$ cat src/rtl/pipelined_adder_pkg.sv
// rtl/pipelined_adder_pkg.sv - operation encoding and chunk-width helper for the pipelined adder
package pipelined_adder_pkg;

    typedef enum logic {
        OP_ADD = 1'b0,
        OP_SUB = 1'b1
    } op_t;

    // Width of one carry-chained chunk; falls back to the full width on a
    // degenerate stage count so elaboration reaches the configuration check.
    function automatic int chunk_w(input int n, input int stages);
        return (stages > 0) ? (n / stages) : n;
    endfunction

endpackage

$ cat src/rtl/pipelined_adder_stage.sv
// rtl/pipelined_adder_stage.sv - one W-bit chunk adder with registered sum, carry and valid bit
module pipelined_adder_stage
    import pipelined_adder_pkg::*;
#(
    parameter int W = 5
) (
    input  logic         i_clk,
    input  logic         i_rst_n,
    input  logic         i_flush,
    input  logic         i_load,
    input  logic         i_valid,
    input  logic [W-1:0] i_a,
    input  logic [W-1:0] i_b,
    input  logic         i_cin,
    output logic         o_valid,
    output logic [W-1:0] o_sum,
    output logic         o_cout
);

    logic         r_valid;
    logic [W-1:0] r_sum;
    logic         r_cout;
    logic [W:0]   w_add;

    assign w_add = {1'b0, i_a} + {1'b0, i_b} + {{W{1'b0}}, i_cin};

    // Capture the chunk result when the stage is free to advance; flush only drops the valid bit.
    always_ff @(posedge i_clk or negedge i_rst_n) begin
        if (!i_rst_n) begin
            r_valid <= 1'b0;
            r_sum   <= '0;
            r_cout  <= 1'b0;
        end else begin
            if (i_flush) begin
                r_valid <= 1'b0;
            end else if (i_load) begin
                r_valid <= i_valid;
            end
            if (i_load) begin
                r_sum  <= w_add[W-1:0];
                r_cout <= w_add[W];
            end
        end
    end

    assign o_valid = r_valid;
    assign o_sum   = r_sum;
    assign o_cout  = r_cout;

endmodule

$ cat src/rtl/pipelined_adder.sv
// rtl/pipelined_adder.sv - chunked pipelined add/subtract with valid/ready; PIPELINED_ADDER_SAT_EN enables signed saturation
module pipelined_adder
    import pipelined_adder_pkg::*;
#(
    parameter int N      = 20,
    parameter int STAGES = 4
) (
    input  logic         clk,
    input  logic         rst_n,
    input  logic         flush,
    input  logic         in_valid,
    output logic         in_ready,
    input  logic [N-1:0] a,
    input  logic [N-1:0] b,
    input  op_t          op,
    input  logic         carry_in,
    output logic         out_valid,
    input  logic         out_ready,
    output logic [N-1:0] s,
    output logic         carry_out,
    output logic         overflow,
    output logic         zero
);

    localparam int W = chunk_w(N, STAGES);

    if (STAGES < 1 || (N % STAGES) != 0) begin : g_bad_cfg
        $error("pipelined_adder: N must be a multiple of STAGES and STAGES >= 1");
    end

    logic [N-1:0]              w_b_eff;
    logic                      w_cin_eff;
    logic [STAGES:0]           w_rdy;
    logic [STAGES-1:0]         w_v;
    logic [STAGES-1:0]         w_vin;
    logic [STAGES-1:0]         w_cin;
    logic [STAGES-1:0]         w_cout;
    logic [STAGES-1:0][W-1:0]  w_a_in;
    logic [STAGES-1:0][W-1:0]  w_b_in;
    logic [STAGES-1:0][W-1:0]  w_sum;
    logic [STAGES-1:0][W-1:0]  w_s_raw;
    logic [N-1:0]              w_s_flat;
    logic [N-1:0]              w_s_fin;
    logic                      w_ovf;
    logic                      r_a_msb;
    logic                      r_b_msb;

    // Subtraction is a + ~b + 1; the carry-in doubles as an inverted borrow-in.
    assign w_b_eff   = (op == OP_SUB) ? ~b : b;
    assign w_cin_eff = carry_in ^ (op == OP_SUB);

    // Backward ready chain: a stage may take new data if it is empty or its successor moves.
    always_comb begin
        w_rdy         = '0;
        w_rdy[STAGES] = out_ready;
        for (int k = STAGES - 1; k >= 0; k--) begin
            w_rdy[k] = ~w_v[k] | w_rdy[k + 1];
        end
    end

    assign in_ready  = w_rdy[0] & ~flush;
    assign w_a_in[0] = a[W-1:0];
    assign w_b_in[0] = w_b_eff[W-1:0];

    for (genvar k = 0; k < STAGES; k++) begin : g_stage
        if (k == 0) begin : g_first
            assign w_cin[k] = w_cin_eff;
            assign w_vin[k] = in_valid & ~flush;
        end else begin : g_next
            assign w_cin[k] = w_cout[k-1];
            assign w_vin[k] = w_v[k-1];
        end

        pipelined_adder_stage #(
            .W (W)
        ) u_stage (
            .i_clk   (clk),
            .i_rst_n (rst_n),
            .i_flush (flush),
            .i_load  (w_rdy[k]),
            .i_valid (w_vin[k]),
            .i_a     (w_a_in[k]),
            .i_b     (w_b_in[k]),
            .i_cin   (w_cin[k]),
            .o_valid (w_v[k]),
            .o_sum   (w_sum[k]),
            .o_cout  (w_cout[k])
        );
    end

    // Operand chunk j waits j stages so it meets the carry rippling up from chunk j-1.
    for (genvar j = 1; j < STAGES; j++) begin : g_skew
        logic [W-1:0] r_a_q [0:j-1];
        logic [W-1:0] r_b_q [0:j-1];

        // Delay line for operand chunk j; slot d advances with stage d.
        always_ff @(posedge clk or negedge rst_n) begin
            if (!rst_n) begin
                for (int d = 0; d < j; d++) begin
                    r_a_q[d] <= '0;
                    r_b_q[d] <= '0;
                end
            end else begin
                if (w_rdy[0]) begin
                    r_a_q[0] <= a[j*W +: W];
                    r_b_q[0] <= w_b_eff[j*W +: W];
                end
                for (int d = 1; d < j; d++) begin
                    if (w_rdy[d]) begin
                        r_a_q[d] <= r_a_q[d-1];
                        r_b_q[d] <= r_b_q[d-1];
                    end
                end
            end
        end

        assign w_a_in[j] = r_a_q[j-1];
        assign w_b_in[j] = r_b_q[j-1];
    end

    // Result chunk j finished early and rides alongside its op until the last stage.
    for (genvar j = 0; j < STAGES; j++) begin : g_deskew
        if (j == STAGES - 1) begin : g_top
            assign w_s_raw[j] = w_sum[j];
        end else begin : g_lower
            localparam int D = STAGES - 1 - j;
            logic [W-1:0] r_s_q [0:D-1];

            // Delay line for result chunk j; slot d advances with stage j+1+d.
            always_ff @(posedge clk or negedge rst_n) begin
                if (!rst_n) begin
                    for (int d = 0; d < D; d++) begin
                        r_s_q[d] <= '0;
                    end
                end else begin
                    if (w_rdy[j+1]) begin
                        r_s_q[0] <= w_sum[j];
                    end
                    for (int d = 1; d < D; d++) begin
                        if (w_rdy[j+1+d]) begin
                            r_s_q[d] <= r_s_q[d-1];
                        end
                    end
                end
            end

            assign w_s_raw[j] = r_s_q[D-1];
        end
    end

    // Keep the operand sign bits next to the final stage for the overflow/saturation decision.
    always_ff @(posedge clk or negedge rst_n) begin
        if (!rst_n) begin
            r_a_msb <= 1'b0;
            r_b_msb <= 1'b0;
        end else if (w_rdy[STAGES-1]) begin
            r_a_msb <= w_a_in[STAGES-1][W-1];
            r_b_msb <= w_b_in[STAGES-1][W-1];
        end
    end

    assign w_s_flat = w_s_raw;
    assign w_ovf    = (r_a_msb == r_b_msb) & (w_s_flat[N-1] != r_a_msb);

`ifdef PIPELINED_ADDER_SAT_EN
    assign w_s_fin = w_ovf ? (r_a_msb ? {1'b1, {(N-1){1'b0}}} : {1'b0, {(N-1){1'b1}}})
                           : w_s_flat;
`else
    assign w_s_fin = w_s_flat;
`endif

    assign out_valid = w_v[STAGES-1];
    assign s         = w_s_fin;
    assign carry_out = w_cout[STAGES-1];
    assign overflow  = w_ovf;
    assign zero      = out_valid & (w_s_fin == '0);

endmodule
$ cat config.mk
export PLATFORM = sky130hd
export DESIGN_NAME = pipelined_adder
export DESIGN_NICKNAME = d
export VERILOG_FILES = /design/src/rtl/pipelined_adder_pkg.sv /design/src/rtl/pipelined_adder_stage.sv /design/src/rtl/pipelined_adder.sv
export SDC_FILE = /design/constraint.sdc
export NUM_CORES = 1
export LEC_CHECK = 0
export CORE_MARGIN = 2
export CORE_UTILIZATION = 41
export CTS_BUF_LIST = sky130_fd_sc_hd__clkbuf_16
export CTS_CLUSTER_SIZE = 10
export DETAILED_ROUTE_END_ITERATION = 10
export SKIP_LAST_GASP = 1
export SYNTH_ARGS = -nofsm -noshare
export SYNTH_HDL_FRONTEND = slang
export SYNTH_HIERARCHICAL = 1
export SYNTH_SLANG_ARGS = --single-unit
export TNS_END_PERCENT = 100
$ cat constraint.sdc
create_clock -name clk -period 2 [get_ports clk]
set_input_delay 0.4 -clock clk [delete_from_list [all_inputs] [get_ports clk]]
set_output_delay 0.4 -clock clk [all_outputs]
set_load 0.02 [all_outputs]
### Yosys cells after proc, flatten, opt, wreduce, memory -nomap -nowiden

Cells that the tools add are included.

| storage, ports and cells | value |
|---|---|
| register bits | 120 |
| bits of input ports | 47 |
| output and inout bits | 25 |
| word-level logic and storage cells | 71 |

| cells by class | value |
|---|---|
| add/sub/neg operators | 8 |
| eq/ne operators | 2 |
| muxes and demuxes | 9 |
| bitwise operators | 15 |
| reduce and logical (&&, ||, !) cells | 5 |

Operator list:

| cell | number |
|---|---|
| adder 5 x 5 -> 6 bit | 4 |
| adder 6 x 1 -> 6 bit | 4 |
| logical NOT 20 bit | 1 |
| two-way mux 20 bit | 1 |
| NOT 20 bit | 1 |
| two-way mux 1 bit | 8 |
| nonzero test 2 bit | 4 |
| NOT 1 bit | 5 |
| AND 1 bit | 4 |
| OR 1 bit | 4 |
| equality test 1 bit | 1 |
| != test 1 bit | 1 |
| bitwise XOR 1 bit | 1 |

### Depth between registers and ports, before layout

| depth | value |
|---|---|
| word-level depth | 7 |
| gate-level depth with buffers | 10 |
| gate-level depth less buffers | 8 |

### By module

The synthesis kept the hierarchy.

Modules (own cells, without submodules):

| module | instances | cells each | area each (µm²) | seq. area each (µm²) |
|---|---|---|---|---|
| pipelined_adder | 1 | 303 | 3827.4 | 2302.2 |
| pipelined_adder_stage | 4 | 49 | 503.0 | 175.2 |

### Least setup slack after synthesis

OpenSTA, ideal clock, no wires.

| timing | value |
|---|---|
| path type | input port to flip-flop |
| start | input op |
| end | register g_stage[0].u_stage.r_sum[1] |
| library setup time | 0.125 ns |
| arrival | 2.100 ns |
| required time | 1.875 ns |
| setup slack | -0.224 ns |
| cell stages on the path | 8 |
| buffers on the path | 2 |
| path through | clkbuf_1 buf_2 xor2_1 inv_1 fa_1 inv_1 fa_1 mux2_2 |

| on the way | value |
|---|---|
| cells in the longest elaborated chain, start to end | 3 |
| elaborated cells between the ends (all ways) | 4 |
| those cells by class | add/sub (2); mux (1); bitwise (1) |

RTL lines:

| element | RTL line | RTL |
|---|---|---|
| start: declaration | pipelined_adder.sv:15 | `input op_t op,` |
| two-way mux 20 bit | pipelined_adder.sv:49 | `assign w_b_eff = (op == OP_SUB) ? ~b : b;` |
| named net w_b_eff[0] | pipelined_adder.sv:31 | `logic [N-1:0] w_b_eff;` |
| adder 5 x 5 -> 6 bit | pipelined_adder_stage.sv:25 | `assign w_add = {1'b0, i_a} + {1'b0, i_b} + {{W{1'b0}}, i_cin};` |
| adder 6 x 1 -> 6 bit | pipelined_adder_stage.sv:25 |  |
| named net g_stage[0].u_stage.w_add[1] | pipelined_adder_stage.sv:23 | `logic [W:0] w_add;` |
| end signal: assignment | pipelined_adder_stage.sv:40 | `r_sum <= w_add[W-1:0];` |
| end: declaration | pipelined_adder_stage.sv:21 | `logic [W-1:0] r_sum;` |

The timed path passes the listed nets, and every way through them passes these cells.
A chain may end at the register's enable or synchronous reset.

### Final worst setup path

| timing | value |
|---|---|
| start | register g_deskew[1].g_lower.r_s_q (netlist bit s[7]) |
| end | output zero |

| on the way | value |
|---|---|
| cells in the longest elaborated chain, start to end | 2 |

RTL lines:

| element | RTL line | RTL |
|---|---|---|
| start: declaration | pipelined_adder.sv:127 | `logic [W-1:0] r_s_q [0:D-1];` |
| start signal: indexed assignment | pipelined_adder.sv:141 | `r_s_q[d] <= r_s_q[d-1];` |
| logical NOT 20 bit | pipelined_adder.sv:176 | `assign zero = out_valid & (w_s_fin == '0);` |
| AND 1 bit | pipelined_adder.sv:176 |  |
| end: declaration | pipelined_adder.sv:22 | `output logic zero` |

Every way passes these cells.

==> flow_summary.yaml <==
logic_synthesis:
  syn_inst: 499
  yosys.area.top_type_share_pct: 51.4
  synth_area_leaders: "dfrtp_1 (51%), mux2_2 (11%), nand2_1 (3.5%), ha_1 (3.4%), xnor2_1 (2.8%)"
  syn-num-nets: 570
  syn_area_um2: 5840
  ys_seq_area_share_pct: 51.4
  synth_seq_cells: 120
  synth_top_area_cell: "dfrtp_1"
  synth_area_per_cell_um2: 11.7
  yosys_warnings: 6
  synth.distinct_cells: 41
cells_and_area:
  diodes: 0
  mostFrequentLayoutCell: "dfrtp_1"
  fillers: 1189
  mostFrequentLayoutCells: "dfrtp_1 (119), clkdlybuf4s50_1 (65), nand2_1 (55), mux2_2 (54), buf_4 (38)"
  syn_to_final_growth_pct: 29.1
  final_area_um2: 7540
  stdcell_count: 793
  drive_above_1_share_pct: 23.8
  nets: 671
  final_util_pct: 54.3
power:
  seq_power_share_pct: 40.9
  switching_power_mw: 2.04
  p_sw_share_pct: 26.7
  p_comb_share_pct: 20.8
  p_leak_nw: 3.44
  p_clk_share_pct: 38.3
  pwr_density_cell_nw_per_um2: 1020
  intPower_mw: 5.62
  vdd_drop_max_uv: 626
floorplan:
  fp.dieH_um: 123
  start_util_pct: 42.1
  dieArea_um2: 15200
  die_width_um: 123
  ios: 72
  fp.coreArea_um2: 13900
  core.rowCount: 43
clock_network:
  clk_pin_slew_ns: 0.05
  clockBufferDepth: 2
  cts_hold_buffers: 0
  clock-sinks: 120
  cts_setup_buffers: 0
  root_buffer: "clkbuf_16"
  cts_tree: "built"
  numCtsBuffers: 17
  htreeDepth: 4
  insertion_delay_ns: 0.41
global_routing:
  antenna_found_initial: 0
  met1_usage_pct: 24.4
  grt_usage_pct: 18.2
  grt_overflow_total: 0
  grt_pass1_wl_mm: 21.1
  grt_pass1_vias: 4218
  grt_max_degree: 42
  met3_usage_pct: 4.06
  globalRoute.busiestLayer: "met2"
  grt_use_met2_pct: 28.7
timing:
  setup_viol: 0
  slew_violations: 0
  max_freq_mhz: 501
  hold_viol: 20
  fin_skew_ns: 0.00647
  worstMarginPinSlew_ns: 0.563
  rsz0062_at_grt: "yes"
  max-slew-margin-rel_pct: 62.5
  fin_crit_ns: 1.99
  post-route-period-util_pct: 99.7
  holdWs_ns: -0.0188
detailed_routing:
  num_vias: 3953
  ant_nets: 0
  wl_per_cell_um: 15.6
  totalWireLength_mm: 12.4
  first_pass_iters: 5
  via_per_inst: 4.98
  post-route-drc-count: 0
  first_iter_violations: 146
placed_design:
  hpwl_mm: 9.21
  globalplace.congestion: 0.793
  place_area_um2: 6960
  dpl.cell_count: 761
  port_buffers: 71
worst_setup_path:
  r2r.worst_path.cells: 6
  timing.rr.start: "g_stage[3].u_stage/o_valid$_DFFE_PN0P_"
  rr_endpoint: "g_skew[3].r_a_q[11]$_DFFE_PN0P_"
  cp-start-kind: "flop"
  regToRegSetupSlack_ns: 0.18
  cp.arrival_ns: 1.59
  startpoint: "s[7]$_DFFE_PN0P_"
  required_ns: 1.60
  cp_max_fo: 2
  crit_type: "flop to output pin"
  crit_end: "zero"
  endpoint_kind: "output pin"
worst_hold_path:
  hold_path_class: "input pin to asynchronous set/reset pin"
outcome:
  violations: "hold timing"
  outcome: "finished with violations"
flow_run:
  max-cap-violations: 0
==> repair_timing <==
action                                  CTS  global route
endpoints found under the setup margin    7             6
pin swaps                                 0             2
resized for setup                        11             7
==> worst min path at each step <==
stage / startpoint / cells after the start / slack (ns) / end
6_report: rst_n / 1 / -0.02 / g_stage[0].u_stage/o_sum[0]$_DFFE_PN0P_
5_1_grt: rst_n / 1 / 0.03 / g_stage[0].u_stage/o_sum[0]$_DFFE_PN0P_
4_1_cts: rst_n / 1 / 0.009 / g_stage[0].u_stage/o_sum[0]$_DFFE_PN0P_
3_5_place_dp: rst_n / 1 / 0.44 / g_stage[0].u_stage/o_sum[0]$_DFFE_PN0P_
3_3_place_gp: rst_n / 1 / 0.43 / g_stage[0].u_stage/o_sum[3]$_DFFE_PN0P_
2_1_floorplan: rst_n / 0 / 0.10 / g_deskew[0].g_lower.r_s_q[10]$_DFFE_PN0P_
==> power by group through the flow <==
| stage | clock [mW] | combinational, mW | sequential (mW) |
|---|---|---|---|
| global route | 3.10 | 1.76 | 3.20 |
| floorplan | 0 | 0.889 | 3.16 |
| detailed placement | 0 | 1.60 | 3.16 |
| CTS | 2.98 | 1.60 | 3.13 |
| finish | 2.93 | 1.59 | 3.14 |
| global placement | 0 | 1.55 | 3.15 |
==> synthesized netlist by cell type <==
cell type / number
o211ai_1: 4
buf_2: 8
nand4b_1: 4
buf_6: 1
mux2_2: 55
mux2_4: 9
buf_1: 1
inv_1: 29
ha_1: 16
xnor2_1: 19
a311oi_1: 8
and2_4: 1
nor3_1: 1
a21oi_1: 12
o22ai_1: 4
clkinv_1: 1
and4b_1: 1
clkbuf_1: 5
buf_8: 1
nor2_1: 16
o2111ai_1: 4
nand4_1: 1
xor2_1: 6
nand3b_1: 4
inv_4: 1
o21ai_0: 16
nor4bb_1: 8
dfrtp_1: 120
nor2b_1: 10
nor4_1: 3
and2b_4: 4
nor4b_1: 1
nand2_1: 55
o31ai_1: 4
o21a_1: 4
buf_4: 15
mux2i_1: 8
fa_1: 8
or2b_1: 4
or3_1: 4
nand3_1: 23
==> cell families (layout without fill, tap and decap cells) <==
logic type / after synthesis / after routing / share of synthesized area (%)
AO/OA/AOI/OAI: 56 / 56 / 6.17
XOR/XNOR: 25 / 25 / 3.75
adder cells (fa/ha/maj): 24 / 24 / 6.17
buffers and inverters: 62 / 176 / 5.49
flip-flops: 120 / 120 / 51.4
multiplexers: 72 / 72 / 14.3
AND/OR/NAND/NOR: 140 / 140 / 12.7
==> state kept, by name, summed over array words and instances, names as in the netlist <==
name and flops:
g_skew.r_b_q 30, g_stage.u_stage/o_sum 20, g_stage.u_stage/o_cout 4, s 10
g_stage.u_stage/o_valid 4, r_a_msb 1, r_b_msb 1, g_deskew.g_lower.r_s_q 20
g_skew.r_a_q 30
==> cell type report <==
class	count	area, µm²	area share (%)
Timing Repair Buffer	113	1080	14.4
Clock buffer	17	425	5.64
Tap cell	180	225	2.99
Clock inverter	15	143	1.89
Multi-Input combinational cell	317	2540	33.7
Inverter	31	119	1.58
Sequential cell	120	3000	39.8
==> per-layer routing <==
layer  routed length [µm]  up-vias
li1                     -     1930
met1                 5880     1917
met2                 5770       86
met3                  477       20
met4                  267        0
met5                    0        -
==> stage by stage <==
stage | power, mW | hold WS (ns) | worst slack, ns | setup TNS, ns
detailed placement | 4.76 | 0.440 | -0.538 | -12.62
floorplan | 4.05 | 0.104 | -0.0126 | -0.0126
global placement | 4.70 | 0.430 | -0.481 | -8.92
global route | 8.05 | 0.0250 | -0.0906 | -0.0906
CTS | 7.72 | 0.00853 | -0.219 | -0.219
finish | 7.66 | -0.0188 | 0.00542 | 0
==> critical path, cell delays in order (launching register included) <==
cell and delay (ns):
dfrtp_1 0.41, nor4_4 0.29, buf_4 0.14, nand4_1 0.10, nor2_1 0.11, buf_4 0.14
Power figures use the tool's default switching activity.
